<file path="config.mk">
export PLATFORM = sky130hd
export DESIGN_NAME = fetch_pc_r32i
export DESIGN_NICKNAME = d
export VERILOG_FILES = /design/src/rtl/fetch_pkg.sv /design/src/rtl/fetch_perf_cnt.sv /design/src/rtl/fetch_pc_r32i.sv
export SDC_FILE = /design/constraint.sdc
export NUM_CORES = 1
export LEC_CHECK = 0
export BUFFER_PORTS_ARGS = -buffer_cell sky130_fd_sc_hd__buf_2
export CAP_MARGIN = 15
export CORE_MARGIN = 4
export CORE_UTILIZATION = 49
export CTS_CLUSTER_SIZE = 28
export DETAILED_ROUTE_END_ITERATION = 10
export PLACE_DENSITY = 0.8
export SLEW_MARGIN = 20
export SYNTH_ARGS = -nofsm -noshare
export SYNTH_HDL_FRONTEND = slang
export SYNTH_SLANG_ARGS = --single-unit
</file>
<file path="constraint.sdc">
create_clock -name clock -period 3.6 [get_ports clock]
set_input_delay 0.54 -clock clock [delete_from_list [all_inputs] [get_ports clock]]
set_output_delay 0.54 -clock clock [all_outputs]
set_load 0.02 [all_outputs]
</file>
<file path="src/rtl/fetch_pkg.sv">
// Shared types and constants for the fetch_pc_r32i instruction-fetch stage.
package fetch_pkg;

   // ADDI x0, x0, 0: the canonical RV32I no-op, used to fill an invalid IF/ID entry.
   localparam logic [31:0] NOP_INS = 32'h00000013;

   // Program counter value loaded on reset unless the top overrides it.
   localparam logic [31:0] RESET_VEC_DEFAULT = 32'h00000000;

   typedef enum logic [1:0] {
      FETCH     = 2'd0,
      MISS_WAIT = 2'd1,
      BUBBLE    = 2'd2
   } fetch_state_t;

endpackage

</file>
<file path="src/rtl/fetch_perf_cnt.sv">
// Fetch performance counters: instructions loaded into IF/ID and cache stall cycles.
// Only instantiated when FETCH_PERF_EN is defined.
module fetch_perf_cnt #(
   parameter int unsigned dataW = 32
) (
   input  logic             clock,
   input  logic             reset,
   input  logic             fetchInc,
   input  logic             stallInc,
   output logic [dataW-1:0] FetchCount,
   output logic [dataW-1:0] StallCount
);

   logic [dataW-1:0] fetchCountQ, fetchCountD;
   logic [dataW-1:0] stallCountQ, stallCountD;

   // Next-state: both counters wrap silently modulo 2^dataW.
   always_comb begin
      fetchCountD = fetchCountQ;
      stallCountD = stallCountQ;
      if (fetchInc) fetchCountD = fetchCountQ + dataW'(1);
      if (stallInc) stallCountD = stallCountQ + dataW'(1);
   end

   // Counter registers, cleared by the asynchronous reset.
   always_ff @(posedge clock or posedge reset) begin
      if (reset) begin
         fetchCountQ <= '0;
         stallCountQ <= '0;
      end else begin
         fetchCountQ <= fetchCountD;
         stallCountQ <= stallCountD;
      end
   end

   assign FetchCount = fetchCountQ;
   assign StallCount = stallCountQ;

endmodule

</file>
<file path="src/rtl/fetch_pc_r32i.sv">
// Instruction-fetch stage: owns the PC, drives the instruction-cache address and fills
// the IF/ID pipeline register. Priority per edge: redirect > cache stall > decode hold
// > normal issue.
// Optional build macro FETCH_PERF_EN adds FetchCount / StallCount outputs.
module fetch_pc_r32i
   import fetch_pkg::*;
#(
   parameter int unsigned      dataW     = 32,
   parameter int unsigned      PC_STEP   = 1,
   parameter logic [dataW-1:0] RESET_VEC = dataW'(RESET_VEC_DEFAULT)
) (
   input  logic             clock,
   input  logic             reset,
   input  logic             InsCacheStall,
   input  logic [dataW-1:0] OutputIns,
   input  logic             RedirectValid,
   input  logic [dataW-1:0] RedirectAddr,
   input  logic             DecodeHold,
   output logic [dataW-1:0] ProgAddr,
   output logic             IfIdValid,
   output logic [dataW-1:0] IfIdIns,
   output logic [dataW-1:0] IfIdPC
`ifdef FETCH_PERF_EN
   ,
   output logic [dataW-1:0] FetchCount,
   output logic [dataW-1:0] StallCount
`endif
);

   localparam logic [dataW-1:0] NopIns = dataW'(NOP_INS);
   localparam logic [dataW-1:0] PcStep = dataW'(PC_STEP);

   fetch_state_t     stateQ, stateD;
   logic [dataW-1:0] pcQ, pcD;
   logic             validQ, validD;
   logic [dataW-1:0] insQ, insD;
   logic [dataW-1:0] ifPcQ, ifPcD;

   // Next-state for PC, IF/ID entry and FSM; every path defaults to holding.
   always_comb begin
      stateD = stateQ;
      pcD    = pcQ;
      validD = validQ;
      insD   = insQ;
      ifPcD  = ifPcQ;

      if (RedirectValid) begin
         // A redirect discards any outstanding miss: the cache sees the new PC next cycle.
         pcD    = RedirectAddr;
         validD = 1'b0;
         insD   = NopIns;
         stateD = BUBBLE;
      end else if (InsCacheStall) begin
         // PC frozen so the cache can refill against a stable address. Once decode has
         // taken the current entry, drop valid so it is not issued twice.
         stateD = MISS_WAIT;
         if (!DecodeHold) validD = 1'b0;
      end else if (DecodeHold) begin
         // Back-pressure: nothing moves, FSM stays where it is.
         stateD = stateQ;
      end else begin
         // Hit with decode ready. Covers FETCH, MISS_WAIT exit and BUBBLE exit alike.
         insD   = OutputIns;
         ifPcD  = pcQ;
         validD = 1'b1;
         pcD    = pcQ + PcStep;
         stateD = FETCH;
      end
   end

   // State registers; reset returns to FETCH at the reset vector with an empty IF/ID.
   always_ff @(posedge clock or posedge reset) begin
      if (reset) begin
         stateQ <= FETCH;
         pcQ    <= RESET_VEC;
         validQ <= 1'b0;
         insQ   <= NopIns;
         ifPcQ  <= '0;
      end else begin
         stateQ <= stateD;
         pcQ    <= pcD;
         validQ <= validD;
         insQ   <= insD;
         ifPcQ  <= ifPcD;
      end
   end

   assign ProgAddr  = pcQ;
   assign IfIdValid = validQ;
   assign IfIdIns   = insQ;
   assign IfIdPC    = ifPcQ;

`ifdef FETCH_PERF_EN
   logic fetchLoad;

   // A valid IF/ID load happens exactly on the normal-issue path.
   assign fetchLoad = !RedirectValid && !InsCacheStall && !DecodeHold;

   fetch_perf_cnt #(
      .dataW(dataW)
   ) uPerfCnt (
      .clock     (clock),
      .reset     (reset),
      .fetchInc  (fetchLoad),
      .stallInc  (InsCacheStall),
      .FetchCount(FetchCount),
      .StallCount(StallCount)
   );
`endif

endmodule

</file>
==> results of run 1 <==
placed cells by master (no fill, tap or decap), types with 3 or more instances in the layout:
cell      instances
o31ai_1          12
clkbuf_8          9
nand4_1           5
nor2_1           19
xnor2_1          10
o21ai_0          19
or3_1             8
buf_4             5
nor4_1            3
inv_1             8
nor3_1            4
a31oi_1          18
dfrtp_1          94
dfstp_2           3
or4_1            17
nand3_1          12
buf_2           165
a21oi_1          30
mux2_2           32
nand2_1          88
report_power, final:
part / switching [mW] / total, mW / internal [mW] / leakage, nW
Clock: 0.381 / 0.777 / 0.396 / 0.107
Sequential: 0.101 / 1.32 / 1.22 / 1.19
Combinational: 0.364 / 0.593 / 0.229 / 1.23
state kept, by name, summed over array words and instances, names as in the netlist:
name,count
IfIdValid,1
IfIdIns,32
ProgAddr,32
IfIdPC,32
worst max path at each step:
stage	end	slack (ns)	cells after the start
after floorplan	IfIdIns[10]	0.53	1
after global placement	ProgAddr[30]	1.00	5
after detailed placement	ProgAddr[27]	0.94	5
after CTS	ProgAddr[30]	1.05	5
after global routing	ProgAddr[30]	0.90	5
final	ProgAddr[30]	1.04	5
kinds of logic (layout without fill, tap and decap cells):
group,Yosys count,count (layout)
adders and majority gates,1,1
and+or+nand+nor,165,165
xor gates and xnor gates,12,12
muxes,33,33
buffers and inverters,37,195
AOI/OAI and AO/OA,80,80
DFF,97,97
per-layer routing:
metal,up-vias,track usage,part of all wire
li1,1796,-,-
met1,1774,0.280,0.41
met2,156,0.349,0.48
met3,13,0.0702,0.10
met4,0,0.0665,0.013
met5,-,0,0
through the flow:
| step | setup slack, ns | instances | area, µm² |
|---|---|---|---|
| floorplan | 0.531 | 425 | 4300 |
| global placement | 1.00 | 672 | 5190 |
| detailed placement | 0.937 | 672 | 5190 |
| CTS | 1.05 | 688 | 5410 |
| global route | 0.895 | 688 | 5410 |
| finish | 1.04 | 688 | 5410 |
critical path: cells and delay by family, from the launching register on:
kind	cells	cell delay, ns
and+or+nand+nor	3	1.68
AOI/OAI and AO/OA	1	0.17
adders and majority gates	1	0.18
DFF	1	0.46
cell type report:
type | instances | area (µm²)
Fill cell | 703 | 2970
Timing Repair Buffer | 170 | 863
Multi-Input combinational cell | 291 | 1730
Clock inverter | 6 | 90.1
Tap cell | 105 | 131
Clock buffer | 10 | 128
Sequential cell | 97 | 2430
Inverter | 9 | 36.3
==> summary.txt, run 1 <==
Synthesis
  – XOR/XNOR share of the synthesized area: 0.0245
  – Ys flop type: dfrtp_1
  – Share of the synthesized area in the top cell type: 0.547
  – Post-synth EDFFs: 0
  – Post-synth top area cell: dfrtp_1
  – Synth area leaders: dfrtp_1 (55%), mux2_2 (8.4%), nand2_1 (7.7%), a21oi_1 (3.5%), or4_1 (3.0%)
  – Compound-gate portion of the synthesized area: 0.106
  – Syn_nets: 495
  – Simple-Gate Fraction of Synth Area: 0.181
  – Main combinational cell family by area after synthesis: simple AND/OR/NAND/NOR gates
  – Synth Area per Inst: 10.1 µm²
  – Mux contribution to synthesized area: 0.0862
  – Ys Warns: 0
  – Synth cell types: 28
  – Sequential fraction of the synthesis area: 0.566
  – Mapped cell area: 4300 µm²
  – #FFs+latches synth: 97
  – Post-synth top cells: dfrtp_1 (94), nand2_1 (88), mux2_2 (32), a21oi_1 (30), clkbuf_1 (25)
  – Cells after Synth: 425
  – Post-synthesis adder-cell area fraction: 0.00291
  – FFs w/ async S/R, synth: 1.00
  – Top-count cell post-synth: dfrtp_1

Placed design
  – PortBufs: 165
  – DP HPWL: 7.89 mm
  – Placer Congestion: 0.792

Route
  – Via count: 3,739
  – Routed len/inst: 15.7 µm
  – Routed wire length: 10.8 mm
  – Pre-antenna DRT Iters: 4
  – Via/cell ratio: 5.43
  – Antenna Violating Nets Remaining: 0
  – Post-route DRC: 0
  – Starting DRC count in detailed routing: 157

Finish
  – Final net count: 648
  – Synth-to-Final Area Change: 26.0%
  – N_diodes: 0
  – Layout cell share with drive strength beyond 1: 0.388
  – Post-layout util: 0.646

STA
  – Count of pins over their slew limit: 0
  – F_max: 391 MHz
  – Fin. Hold Viols: 0
  – Final cycle utilization of the critical path: 0.710
  – RSZ-0062 raised after global routing: no
  – Hold WS: 0.296 ns
  – Slew headroom: 0.337
  – # setup viols final: 0
  – Setup TNS: 0 ns
  – Measured slew at the worst slew-check pin: 0.995 ns
  – Clk_skew: 0.0140 ns
  – Crit path time final: 2.56 ns

Die
  – Die Width: 102 µm
  – DIE AREA: 10,300 µm²
  – Number of cell rows: 33
  – Vert. Die Dim: 102 µm
  – CORE AREA: 8380 µm²
  – Initial core utilization: 0.513
  – # IOs: 166

Setup path
  – Crit-path slowest cell: or4_1
  – WP data required: 3.87 ns
  – Most common cell on crit path: or4_1
  – Critical Path End Type: flip-flop
  – Max incr delay on CP: 0.69 ns
  – Worst setup startpoint: ProgAddr[1]
  – Critical Path Source Type: flip-flop
  – FF-to-FF setup slack: 1.04 ns
  – Worst path cell trace: ha_1 > or3b_1 > or4_1 > or4_1 > a31oi_1
  – Worst r2r src: ProgAddr[1]
  – Max FO, Critical Path: 17
  – Arrival time worst endpoint: 2.83 ns
  – Worst reg2reg path depth: 5
  – Worst R2R End: ProgAddr[30]
  – Setup Crit Path Kind: reg -> reg

CTS
  – # clock sinks: 97
  – Post-CTS setup buffer count: 0
  – Clock Latency Late Sink: 0.35 ns
  – CTS H-tree depth: 3
  – Root buf cell: clkbuf_8
  – Cts bufs inserted: 9
  – CTS tree: done
  – Max Buffers Root-to-Sink: 2
  – # hold bufs at CTS: 0
  – Clock slew at reported path FFs: 0.10 ns
  – Resize count post-CTS: 0

Global route
  – Initial antenna violation count: 0
  – First-pass GRT wire length: 17.8 mm
  – Vias in the first global route: 3,721
  – Total gr overflow: 0
  – Total GRT Usage: 0.216
  – Largest net degree at the start of global routing: 61

Run status
  – Outcome: complete, no violations

Hold path
  – Hold WC Path Type: in -> async

Power and ir drop
  – PD cells: 497 nW/µm²
  – Leak: 2.52 nW
  – Total Power: 2.69 mW
  – Maximum VDD drop: 0.000272 V

Flow run
  – Maxcap violations: 0
No activity file was read; power rests on OpenSTA's default activity.
==> inputs of run 2 (changes only) <==
Settings changed: CORE_UTILIZATION 49 to 44, PLACE_DENSITY 0.8 to 0.76.
Clock period 3.6 ns to 2.2 ns, I/O delays scaled along.
==> summary.txt, run 2 (synthesis gave the netlist of run 1 again) <==
Run status
  – Outcome: complete, no violations

Finish
  – Synth-to-Final Area Change: 33.2%
  – Post-route cell area: 5720 µm² (+5.7%)
  – Fillers: 837 (+19%)
  – N_diodes: 0 (unchanged)
  – Most common cell after layout, fill and taps aside: buf_2
  – Post-layout util: 0.611 (-0.0352)
  – Final net count: 679 (+4.8%)
  – Highest-count cells in the layout ignoring fill and taps: buf_2 (165), dfrtp_1 (92), nand2_1 (88)
  – Layout cell share with drive strength beyond 1: 0.430 (+0.0423)

Global route
  – First-pass GRT wire length: 19.1 mm (+7.3%)
  – Largest net degree at the start of global routing: 56 (-8.2%)
  – Total GRT Usage: 0.207 (-0.00913)
  – Vias in the first global route: 3,935 (+5.8%)
  – Initial antenna violation count: 0 (unchanged)
  – Total gr overflow: 0 (unchanged)

STA
  – Hold WS: 0.0551 ns (-0.241 ns)
  – Count of pins over their slew limit: 0 (unchanged)
  – Measured slew at the worst slew-check pin: 0.655 ns (-0.340 ns)
  – # setup viols final: 0 (unchanged)
  – F_max: 456 MHz (+16%)
  – Crit path time final: 2.20 ns (-0.361 ns)
  – Fin. Hold Viols: 0 (unchanged)
  – Slew headroom: 0.563 (+0.226)
  – Clk_skew: 0.0121 ns (-0.00185 ns)
  – Worst setup margin: 0.00489 ns (-1.04 ns)
  – RSZ-0062 raised after global routing: yes
  – Final cycle utilization of the critical path: 0.998 (+0.288)

Die
  – CORE AREA: 9370 µm² (+12%)
  – Initial core utilization: 0.458 (-0.0541)
  – DIE AREA: 11,400 µm² (+10%)
  – Vert. Die Dim: 107 µm (+5.1%)
  – # IOs: 166 (unchanged)
  – Number of cell rows: 35 (+6.1%)
  – Die Width: 107 µm (+5.1%)

Power and ir drop
  – Leak: 2.67 nW (+5.9%)
  – Maximum VDD drop: 0.000376 V (+38%)
  – PD cells: 755 nW/µm² (+52%)

Flow run
  – Maxcap violations: 0 (unchanged)

CTS
  – CTS H-tree depth: 3 (unchanged)
  – # clock sinks: 97 (unchanged)
  – # hold bufs at CTS: 0 (unchanged)
  – Root buf cell: clkbuf_8
  – Cts bufs inserted: 9 (unchanged)
  – Max Buffers Root-to-Sink: 2 (unchanged)
  – CTS tree: done
  – Clock slew at reported path FFs: 0.10 ns (about the same)
  – Clock Latency Late Sink: 0.36 ns (about the same)

Setup path
  – WP data required: 2.48 ns (-1.39 ns)
  – Max FO, Critical Path: 8 (-9)
  – Worst R2R End: ProgAddr[20]
  – FF-to-FF setup slack: 0.005 ns (-1.04 ns)
  – Setup Crit Path Kind: reg -> reg
  – Critical Path Source Type: flip-flop
  – Worst reg2reg path depth: 6 (+1)
  – Worst r2r src: ProgAddr[0]
  – Critical Path End Type: flip-flop
  – Arrival time worst endpoint: 2.48 ns (-0.35 ns)

Placed design
  – Placer Congestion: 0.737 (-7.0%)
  – Placed cell areas: 5460 µm² (+5.1%)
  – Setup WS pre-CTS: -0.0435 ns (-0.981 ns)
  – PortBufs: 165 (unchanged)
  – DP HPWL: 8.42 mm (+6.8%)

Route
  – Via/cell ratio: 5.20 (-4.4%)
  – Antenna Violating Nets Remaining: 0 (unchanged)
  – Starting DRC count in detailed routing: 155 (-1.3%)
  – Via count: 3,862 (+3.3%)
  – Pre-antenna DRT Iters: 4 (unchanged)
  – Post-route DRC: 0 (unchanged)
  – Routed wire length: 11.5 mm (+6.4%)
  – Routed len/inst: 15.5 µm (-1.5%)

Hold path
  – Hold WC Path Type: in -> async
==> run 2: timing repair <==
item	4_1_cts	5_1_grt
endpoints found under the setup margin	4	7
endpoints found under the hold margin	0	0
pin swaps	0	3
resized for setup	1	6
setup buffers	4	2
==> run 2: area by class of cell <==
type,instances,area [µm²],area share
well taps,129,161,0.0282
repair buffers,201,1150,0.202
flip-flops and latches,97,2430,0.425
multi-input cells,291,1750,0.305
inverters,9,37.5,0.00656
clock buffers,9,124,0.0216
clock inverters,7,63.8,0.0112
==> run 2: how the worst max path moves through the flow <==
stage	slack, ns	from	cells after the start	endpoint
2_1_floorplan	-0.08	ProgAddr[0]	7	ProgAddr[30]
3_3_place_gp	0.004	ProgAddr[0]	6	ProgAddr[30]
3_5_place_dp	-0.04	ProgAddr[0]	6	ProgAddr[30]
4_1_cts	-0.002	ProgAddr[0]	6	ProgAddr[30]
5_1_grt	-0.04	ProgAddr[0]	6	ProgAddr[20]
6_report	0.005	ProgAddr[0]	6	ProgAddr[20]
==> run 2: metal layers <==
metal / vias up / track usage / part of all wire / routed length (µm)
li1: 1850 / - / - / -
met1: 1838 / 0.276 / 0.43 / 4880
met2: 157 / 0.330 / 0.47 / 5440
met3: 17 / 0.0650 / 0.085 / 976
met4: 0 / 0.0539 / 0.016 / 187
met5: - / 0 / 0 / 0
==> run 2: worst max-delay path, cell delays in order (launching register included) <==
cell and delay [ns]:
dfrtp_2 0.39, ha_1 0.15, or3b_4 0.38, or4_4 0.49
buf_12 0.16, or4_1 0.39, a31oi_1 0.17
==> run 2: per-stage QoR <==
step / std cells / total power, mW / setup TNS (ns)
6_report: 743 / 4.32 / 0
5_1_grt: 743 / 4.56 / -0.0992
4_1_cts: 742 / 4.36 / -0.00160
3_5_place_dp: 722 / 3.25 / -0.0435
3_3_place_gp: 722 / 3.21 / 0
2_1_floorplan: 425 / 2.78 / -0.205
==> run 2: power by group <==
group,switching (mW),internal [mW]
registers,0.137,2.00
logic,0.643,0.427
clock network,0.676,0.435
==> inputs of run 3 (changes only) <==
Settings changed: RECOVER_POWER set to 100.
==> summary.txt, run 3 (synthesis gave the netlist of run 1 again) <==
Route
  – Routed wire length: 11.5 mm (+0.49%)
  – Via count: 3,859 (-0.078%)
  – Starting DRC count in detailed routing: 158 (+1.9%)
  – Pre-antenna DRT Iters: 4 (unchanged)
  – Via/cell ratio: 5.19 (about the same)
  – Antenna Violating Nets Remaining: 0 (unchanged)
  – Post-route DRC: 0 (unchanged)
  – Routed len/inst: 15.5 µm (+0.49%)

Finish
  – Layout cell share with drive strength beyond 1: 0.267 (-0.163)
  – Post-route cell area: 5540 µm² (-3.1%)
  – Fin cells: 743 (unchanged)
  – Highest-count cells in the layout ignoring fill and taps: clkbuf_1 (100), dfrtp_1 (92), nand2_1 (88)
  – Final net count: 679 (unchanged)
  – Synth-to-Final Area Change: 29.0%
  – N_diodes: 0 (unchanged)
  – Fillers: 899 (+7.4%)
  – Most common cell after layout, fill and taps aside: clkbuf_1

Setup path
  – Worst path cell trace: ha_1 > or3b_4 > or4_4 > buf_12 > or4_1 > a31oi_1
  – Arrival time worst endpoint: 2.48 ns (about the same)
  – Max incr delay on CP: 0.49 ns (about the same)
  – WP data required: 2.48 ns (about the same)
  – Buf/Inv on CP: 1 (unchanged)
  – Setup Crit Path Kind: reg -> reg
  – Critical Path End Type: flip-flop
  – Top delay family on crit path: simple AND/OR/NAND/NOR gates
  – Max FO, Critical Path: 8 (unchanged)
  – Critical Path Source Type: flip-flop
  – Crit-path slowest cell: or4_4

Run status
  – Outcome: finished, violations left
  – Failing checks: setup timing

Placed design
  – Placed cell areas: 5460 µm² (unchanged)
  – Placer Congestion: 0.737 (unchanged)
  – DP HPWL: 8.42 mm (unchanged)
  – Placed Cells incl. Taps: 722 (unchanged)
  – PortBufs: 165 (unchanged)

STA
  – Count of pins over their slew limit: 0 (unchanged)
  – Clk_skew: 0.0106 ns (-0.00150 ns)
  – # setup viols final: 1 (+1)
  – Hold WS: 0.170 ns (+0.115 ns)
  – Fin. Hold Viols: 0 (unchanged)
  – Worst setup margin: -0.00162 ns (-0.00651 ns)
  – F_max: 454 MHz (-0.30%)
  – Crit path time final: 2.20 ns (+0.00651 ns)
  – Measured slew at the worst slew-check pin: 1.19 ns (+0.531 ns)
  – Final cycle utilization of the critical path: 1.00 (+0.00296)
  – Slew headroom: 0.205 (-0.358)
  – RSZ-0062 raised after global routing: yes

Die
  – Initial core utilization: 0.458 (unchanged)
  – Number of cell rows: 35 (unchanged)
  – Die Width: 107 µm (unchanged)
  – DIE AREA: 11,400 µm² (unchanged)
  – # IOs: 166 (unchanged)
  – Vert. Die Dim: 107 µm (unchanged)
  – CORE AREA: 9370 µm² (unchanged)

Power and ir drop
  – Maximum VDD drop: 0.000379 V (+0.73%)
  – PD cells: 768 nW/µm² (+1.8%)
  – Leak: 2.34 nW (-12%)
  – Total Power: 4.26 mW (-1.4%)

CTS
  – Clock slew at reported path FFs: 0.11 ns (about the same)
  – Root buf cell: clkbuf_8
  – Cts bufs inserted: 9 (unchanged)
  – Clock Latency Late Sink: 0.36 ns (about the same)
  – CTS tree: done
  – # clock sinks: 97 (unchanged)
  – CTS H-tree depth: 3 (unchanged)
  – # hold bufs at CTS: 0 (unchanged)
  – Max Buffers Root-to-Sink: 2 (unchanged)

Flow run
  – Maxcap violations: 0 (unchanged)

Global route
  – Total gr overflow: 0 (unchanged)
  – Total GRT Usage: 0.207 (unchanged)
  – Vias in the first global route: 3,935 (unchanged)
  – Initial antenna violation count: 0 (unchanged)
  – Largest net degree at the start of global routing: 56 (unchanged)
  – First-pass GRT wire length: 19.1 mm (unchanged)

Hold path
  – Hold WC Path Type: in -> reg
[run 3: cell types whose count changed in the layout (fill, tap and decap cells not counted)]
cell        before  now
clkbuf_1         0  100
buf_2          165   67
clkbuf_2         0    4
buf_12           4    1
buf_4           31   28
clkinvlp_2       0    1
clkinvlp_4       3    2
[run 3: path summary, 6_finish.rpt]
kind                                      start           end  slack, ns  cells after the start
worst max-delay path                ProgAddr[0]  ProgAddr[20]     -0.002                      6
worst min-delay path            RedirectAddr[9]   ProgAddr[9]       0.17                      3
worst max register to register      ProgAddr[0]  ProgAddr[20]     -0.002                      6
worst min register to register       IfIdIns[4]    IfIdIns[4]       0.49                      2
max in group asynchronous                 reset   IfIdIns[26]       0.58                      3
min in group asynchronous                 reset   ProgAddr[5]       0.20                      2
[run 3: through the flow]
stage                util  TNS (ns)  worst slack (ns)
global placement    0.583         0           0.00442
detailed placement  0.583   -0.0435           -0.0435
global route        0.591   -0.0992           -0.0397
floorplan               -    -0.205           -0.0810
CTS                 0.606  -0.00160          -0.00160
finish              0.591  -0.00162          -0.00162
[run 3: layer usage]
metal | vias to the layer above | routed length (µm) | global-route usage
met2 | 157 | 5480 | 0.330
met1 | 1832 | 4860 | 0.276
met3 | 17 | 1040 | 0.0650
met4 | 0 | 152 | 0.0539
li1 | 1853 | - | -
met5 | - | 0 | 0
[run 3: worst register-to-register path: stages, from the launching register on]
cell     delay [ns]
dfrtp_2        0.39
ha_1           0.15
or3b_4         0.38
or4_4          0.49
buf_12         0.16
or4_1          0.39
a31oi_1        0.17
[run 3: layout make-up]
type                            instances  area (µm²)  area share
Multi-Input combinational cell        291        1750       0.315
Sequential cell                        97        2430       0.439
Clock buffer                            9         124      0.0224
Timing Repair Buffer                  201         976       0.176
Inverter                                9        35.0     0.00632
Clock inverter                          7        63.8      0.0115
Tap cell                              129         161      0.0291
[run 3: what timing repair did]
action                     in CTS  in global routing
setup endpoints to repair       4                  7
pin swaps                       0                  3
setup buffers                   4                  2
resized for setup               1                  6
[run 3: report_power, final]
part | internal, mW | switching, mW
sequential | 2.00 | 0.143
combinational | 0.356 | 0.643
clock | 0.435 | 0.680
